File: src/rtl/reg_dump_port.sv
// reg_dump_port: architectural-state readout responder.
// Snoops ROB commit writes into a shadow register file. Detects end of
// program as a halt followed by IDLE_CYCLES quiet cycles. Then raises a
// sticky done flag. The read port is registered, has one cycle of latency
// and is served in every state.
//
// state    | meaning
// ---------+-----------------------------------------------------------
// ST_RUN   | normal execution, commits update the shadow file
// ST_DRAIN | halt seen, counting consecutive quiet cycles
// ST_DONE  | shadow file final, commits rejected and flagged late
module reg_dump_port #(
    parameter int XLEN        = 32,
    parameter int NREG        = 32,
    parameter int IDLE_CYCLES = 16,
    localparam int AW         = (NREG > 1) ? $clog2(NREG) : 1,
    localparam int CW         = $clog2(IDLE_CYCLES + 1)
) (
    input  logic            clk,
    input  logic            reset,
    input  logic            commit_valid,
    input  logic [AW-1:0]   commit_rd,
    input  logic [XLEN-1:0] commit_data,
    input  logic            halt,
    input  logic            rob_empty,
    input  logic [AW-1:0]   reg_addr,
    output logic [XLEN-1:0] reg_data,
    output logic            done,
    output logic            late_commit
);

    typedef enum logic [1:0] {
        ST_RUN   = 2'd0,
        ST_DRAIN = 2'd1,
        ST_DONE  = 2'd2
    } state_t;

    localparam logic [CW-1:0] IDLE_MAX = CW'(IDLE_CYCLES);

    state_t          state_q, state_d;
    logic [CW-1:0]   cnt_q, cnt_d;
    logic [XLEN-1:0] shadow [NREG];
    logic [XLEN-1:0] rd_d;
    logic            wr_en;
    logic            quiet;
    logic            late_set;
    logic            rd_in_range;

    // x0 writes and out-of-range indices are dropped; DONE freezes the file.
    assign wr_en = commit_valid && (commit_rd != '0) &&
                   (32'(commit_rd) < NREG) && (state_q != ST_DONE);
    assign quiet = rob_empty && !commit_valid;
    assign rd_in_range = 32'(reg_addr) < NREG;

    // Next-state and idle-counter logic.
    always_comb begin
        state_d  = state_q;
        cnt_d    = cnt_q;
        late_set = 1'b0;
        case (state_q)
            ST_RUN: begin
                if (halt) begin
                    state_d = ST_DRAIN;
                    cnt_d   = '0;
                end
            end
            ST_DRAIN: begin
                if (cnt_q == IDLE_MAX) begin
                    state_d = ST_DONE;
                end
                if (!quiet) begin
                    cnt_d = '0;
                end else if (cnt_q != IDLE_MAX) begin
                    cnt_d = cnt_q + CW'(1);
                end
            end
            ST_DONE: begin
                late_set = commit_valid;
            end
            default: begin
                state_d = ST_RUN;
                cnt_d   = '0;
            end
        endcase
    end

    // Read mux: x0 reads zero, a same-cycle commit to the address bypasses.
    always_comb begin
        rd_d = '0;
        if (reg_addr != '0) begin
            if (wr_en && (commit_rd == reg_addr)) begin
                rd_d = commit_data;
            end else if (rd_in_range) begin
                rd_d = shadow[reg_addr];
            end
        end
    end

    // Control state, read data and status flags.
    always_ff @(posedge clk or posedge reset) begin
        if (reset) begin
            state_q     <= ST_RUN;
            cnt_q       <= '0;
            reg_data    <= '0;
            done        <= 1'b0;
            late_commit <= 1'b0;
        end else begin
            state_q     <= state_d;
            cnt_q       <= cnt_d;
            reg_data    <= rd_d;
            done        <= (state_d == ST_DONE);
            late_commit <= late_commit | late_set;
        end
    end

    // Shadow register file, cleared by reset.
    always_ff @(posedge clk or posedge reset) begin
        if (reset) begin
            for (int i = 0; i < NREG; i++) begin
                shadow[i] <= '0;
            end
        end else if (wr_en) begin
            shadow[commit_rd] <= commit_data;
        end
    end

endmodule

File: config.mk
export PLATFORM = sky130hd
export DESIGN_NAME = reg_dump_port
export DESIGN_NICKNAME = d
export VERILOG_FILES = /design/src/rtl/reg_dump_port.sv
export SDC_FILE = /design/constraint.sdc
export NUM_CORES = 2
export LEC_CHECK = 0
export BUFFER_PORTS_ARGS = -buffer_cell sky130_fd_sc_hd__buf_4
export CORE_MARGIN = 2
export CORE_UTILIZATION = 60
export DETAILED_ROUTE_END_ITERATION = 7
export PLACE_DENSITY = 0.79
export SYNTH_ARGS = -nofsm -noshare
export SYNTH_HDL_FRONTEND = slang
export SYNTH_SLANG_ARGS = --single-unit
File: constraint.sdc
create_clock -name clk -period 47.2 [get_ports clk]
set_input_delay 4.72 -clock clk [delete_from_list [all_inputs] [get_ports clk]]
set_output_delay 4.72 -clock clk [all_outputs]
set_load 0.01 [all_outputs]
==> Word level (Yosys, flattened, before mapping) <==
Index checks and enable logic that the tools add are counted.
{ "classes": {"add_sub_neg": 1, "multipliers": 0, "div_mod_pow": 0, "magnitude_cmp": 3, "eq_ne": 9, "n_shift": 0, "n_mux": 16, "bitwise": 4, "n_reduce_logical": 10} }
{ "ops": {"columns": ["operator", "count"], "rows": [
  ["$bwmux W1024", 1],
  ["$bmux W32 S5", 1],
  ["$demux W32 S5", 1],
  ["$mux W32", 5],
  ["$mux W5", 3],
  ["$pmux W5 S3", 1],
  ["$ge A6 B6 Y1 const B", 2],
  ["$not A5 Y6", 2],
  ["$reduce_bool A5 Y1", 2],
  ["$lt A6 B1 Y1 const B", 1],
  ["$pmux W2 S3", 1],
  ["$add A5 B1 Y5 const B", 1],
  ["$eq A5 B5 Y1", 1],
  ["$eq A5 B5 Y1 const B", 1],
  ["$logic_and A1 B1 Y1", 5],
  ["$ne A5 B5 Y1 const B", 1],
  ["$eq A2 B2 Y1 const B", 2],
  ["$mux W2", 2],
  ["$ne A2 B2 Y1 const B", 2],
  ["$ne A3 B3 Y1 const B", 1],
  ["$reduce_and A3 Y1", 1],
  ["$eq A2 B1 Y1 const B", 1],
  ["$logic_not A2 Y1", 1],
  ["$logic_not A1 Y1", 1],
  ["other kinds (3)", 3]
]} }
{ "word_totals": {"ff_bits": 1065, "latchBits": 0, "mem_bits_rw": 0, "mem_bits_ro": 0, "input_bits": 47, "output_inout_bits": 34, "elab_cells": 80, "n_memories": 0} }

==> Logic depth before layout (Yosys ltp) <==
{ "logic_depth": {"word_depth": 6, "depth_mapped": 10, "ltp_nobuf": 6} }

==> Least setup slack after synthesis <==
No wires, ideal clock.
{ "synth_timing": {"path_kind": "input to register", "from": "in reg_addr[0]", "to": "reg reg_data[14]", "setup_ns": 0.128, "arrival_time_ns": 6.193, "t_required_ns": 47.072, "slack_ns": 40.879, "stages": 7, "n_path_buf": 2, "path_cell_list": "buf_2 buf_4 mux4_2 nor2_1 a31oi_1 a311oi_1 nor3_1"} }
{ "synth_between": {"elab_chain_len": 6, "elab_cells_between_ends": 9, "cone_classes": "eq/ne: 1; mux: 5; bitwise: 1; reduce/logical: 2"} }
{ "synth_lines": {"columns": ["element", "line", "text"], "rows": [
  ["start: declaration", "26", "input logic [AW-1:0] reg_addr,"],
  ["$not A5 Y6 (not written as such)", "94", "rd_d = shadow[reg_addr];"],
  ["$bmux W32 S5", "94", null],
  ["$mux W32 (not written as such) (2 in series)", "94", null],
  ["$mux W32", "91", "if (wr_en && (commit_rd == reg_addr)) begin"],
  ["$mux W32 *", "90", "if (reg_addr != '0) begin"],
  ["via rd_d[14]", "43", "logic [XLEN-1:0] rd_d;"],
  ["end signal: assignment", "110", "reg_data <= rd_d;"],
  ["end: declaration", "27", "output logic [XLEN-1:0] reg_data,"]
]} }
The timed path passes the listed nets; every way through them passes the cells marked *. The select of a mux whose other input is x is not followed.
A chain may end at the register's enable or synchronous reset.

==> summary.txt <==
Power and ir drop
  – Net Switching: 597 uW
  – Leak: approximately 24 nW
  – Int Pwr: between 1.5 and 2 mW
  – Sequential Power Share: 48.2%
  – Final Total Pwr: 2.43 mW
  – Switching share of power: 24.6%
  – P per Cell Area: 45.8 nW/um2
  – Comb pwr share: 14.7%
  – Clock power frac: 37.1%
  – Peak VDD IR: 30.5 uV

Die
  – I/O pin cnt: 81
  – Die Wd: 288 um
  – Floorplan row count: 104
  – Height of the die: 288 um
  – Core ar.: 80200 um2
  – Die area: 82900 um2
  – Initial core utilization: 60.3%

Cells and area
  – Register Area: ~27000 um2
  – Layout overhead on the synthesized area: 9.74%
  – Antenna diode count: 0
  – Multi-input combinational cell area: 20100 um2
  – Fillers: ~5.4k
  – Layout cells sized above 1: 51.3%
  – Net count, final: 3165

Clock tree
  – Clock sink total: 1065
  – CTS root buf: clkbuf_16
  – Post-CTS Hold Fix Bufs: 0
  – Worst-skew pair later-pin latency: 670 ps
  – CTS Buf Count: 107
  – Post-CTS sizing: 0
  – Clock Path Buffers: 3
  – CTS tree: built
  – CTS clk-pin slew, worst paths: 60 ps
  – CTS HTree Levels: 3
  – Post-CTS Setup Bufs: 0

Logic synthesis
  – Post-Syn Area: 48300 um2
  – Register area share after synthesis: 55.1%
  – Post-synth EDFFs: 0
  – Syn Area/Cell: 15.1 um2
  – Synth Register Bits: 1065
  – Area share of the leading cell type in the synthesized netlist: 55.1%
  – Most numerous cell in the Yosys netlist: dfrtp_1
  – Area leader, netlist: dfrtp_1
  – Synth Net Count: 3247
  – Async SR Flop Fraction: 100%
  – Synth area leaders: dfrtp_1, mux2_2, mux4_2
  – Syn Inst Count: 3198
  – Post-synth top cells: dfrtp_1, mux2_2, mux4_2
  – Yosys warns: 0
  – Primary FF master, synth: dfrtp_1
  – Library cells used by synthesis: 61

Timing
  – FMAX: approximately 120 MHz
  – Final Hold Vio Count: 0
  – RSZ-0062 raised after global routing: false
  – Slew HR: between 15 and 20%
  – Setup TNS Final: 0 ps
  – # setup viols final: 0
  – Pins Over Slew Limit: 0
  – Clock skew: 29.7 ps
  – Min cycle time layout: between 8000 and 9000 ps
  – Actual slew at the worst max-slew pin: 1240 ps
  – Tcrit/Tclk final: 18.0%

Global routing
  – Met1 Use GR: 43.5%
  – Largest net degree at the start of global routing: 146
  – Vias in the first global route: 30.4k
  – Most Crowded Layer GR: met2
  – Total track usage: a little under a third
  – M3 GR Usage: 6.19%
  – First-pass GRT wire length: 192000 um
  – Met2 Usage GRT: just under 50%
  – Antenna violations before repair: 1
  – Grt ovf: 0

Critical path
  – CP max FO: 145
  – CP Class: input pin to async pin
  – Critical Path Most Common Cell: buf_4
  – Crit end category: async pin
  – Largest stage delay on the critical path: 1010 ps
  – Critical path launch point type: input pin
  – CP cell instances: buf_4 -> inv_8 -> buf_4 -> buf_4 -> buf_4 -> buf_4
  – Worst path required time: 47850 ps
  – Worst EP arrival: 9140 ps
  – Worst path slowest cell: buf_4

Detailed routing
  – Vias per inst: 6.66
  – DR pass1 iterations: 7
  – Routed len/inst: 29.6 um
  – 1st-iter DRT viols: 2849
  – Antenna Violating Nets Remaining: 0
  – Vias: around 28k
  – Residual DRC count: 0
  – WL final: 126000 um

Placed design
  – Routability cong.: 0.761
  – Detailed placement HPWL: 68300 um
  – I/O Buffers: 80

Run status
  – Status: finished clean

Hold path
  – Worst Hold Class: register to register

Run
  – Max_cap viols: 0
path summary, 6_finish.rpt:
check | startpoint | cells after the start | slack, ps | to
min in group asynchronous | reset | 2 | 4220 | shadow[436]
min | shadow[993] | 0 | 380 | shadow[993]
max in group clk | reg_addr[0] | 8 | 39370 | reg_data[5]
max reg2reg | state_q[0] | 6 | 44080 | shadow[105]
max | reset | 6 | 38710 | shadow[459]
min reg2reg | shadow[993] | 0 | 380 | shadow[993]
cells in the final DEF (no fill, tap or decap), types with 3 or more instances in the layout:
master and n:
dfrtp_1 1065, mux2_2 1044, mux4_2 190, buf_4 145, mux2i_1 118, clkbuf_16 109
nor2_1 67, nor3_1 39, nand2_1 37, o22ai_1 32, a22oi_1 32, a2111oi_0 29
clkinv_2 29, a21oi_1 23, clkbuf_8 21, nor2_4 19, o211ai_1 19, nor2_2 15
nor3_2 15, bufinv_16 15, clkbuf_1 15, mux2_1 13, a31oi_1 12, a311oi_1 12
nand2_2 11, o21ai_0 7, nand3_1 5, clkinvlp_4 5, inv_1 4, nand2b_1 3
xnor2_1 3, a211oi_1 3
power groups by stage:
stage,Sequential [mW],Clock [mW],Combinational (mW)
after global placement,1.16,0,0.336
after floorplan,1.15,0,0.287
after detailed placement,1.18,0,0.356
after global routing,1.18,0.951,0.385
final,1.17,0.901,0.357
after CTS,1.17,0.912,0.359
critical path: cells and delay by family:
kind / cells / cell delay [ps]
buffers and inverters: 6 / 4160
registers in the layout, indices dropped and copies added, names as in the netlist:
signal       cells
shadow        1024
reg_data        32
cnt_q            5
state_q          2
done             1
late_commit      1
area by class of cell:
| cell class | count | area share [%] |
|---|---|---|
| multi-input cells | 1787 | 37.9 |
| clock buffers | 145 | 5.79 |
| repair buffers | 147 | 2.11 |
| inverters | 8 | 0.0708 |
| well taps | 1060 | 2.50 |
| flip-flops and latches | 1065 | 50.2 |
| clock inverters | 55 | 1.35 |
per-layer routing:
metal	vias up	wire, um
li1	11600	-
met1	15400	51500
met2	1166	60600
met3	297	9750
met4	2	4380
met5	-	13
metrics by stage:
step / cell area, um2 / hold WS (ps) / util [%] / cells / setup WS [ps]
CTS: 53000 / 375 / 66.2 / 4267 / 38540
finish: 53000 / 376 / 66.2 / 4267 / 38710
global route: 53000 / 386 / 66.2 / 4267 / 37920
detailed placement: 49300 / 361 / 61.5 / 4067 / 37860
floorplan: 48300 / 422 / - / 3198 / 12500
global placement: 49300 / 359 / 61.5 / 4067 / 38130
kinds of logic after synthesis:
group / after synthesis / share of synthesized area, %
and+or+nand+nor: 238 / 2.51
DFF: 1065 / 55.1
muxes: 1365 / 35.9
AOI/OAI and AO/OA: 178 / 2.62
buffers and inverters: 346 / 3.69
adders and majority gates: 2 / 0.0518
xor gates and xnor gates: 4 / 0.0725
Note: power is estimated with default switching activity, not from simulation.
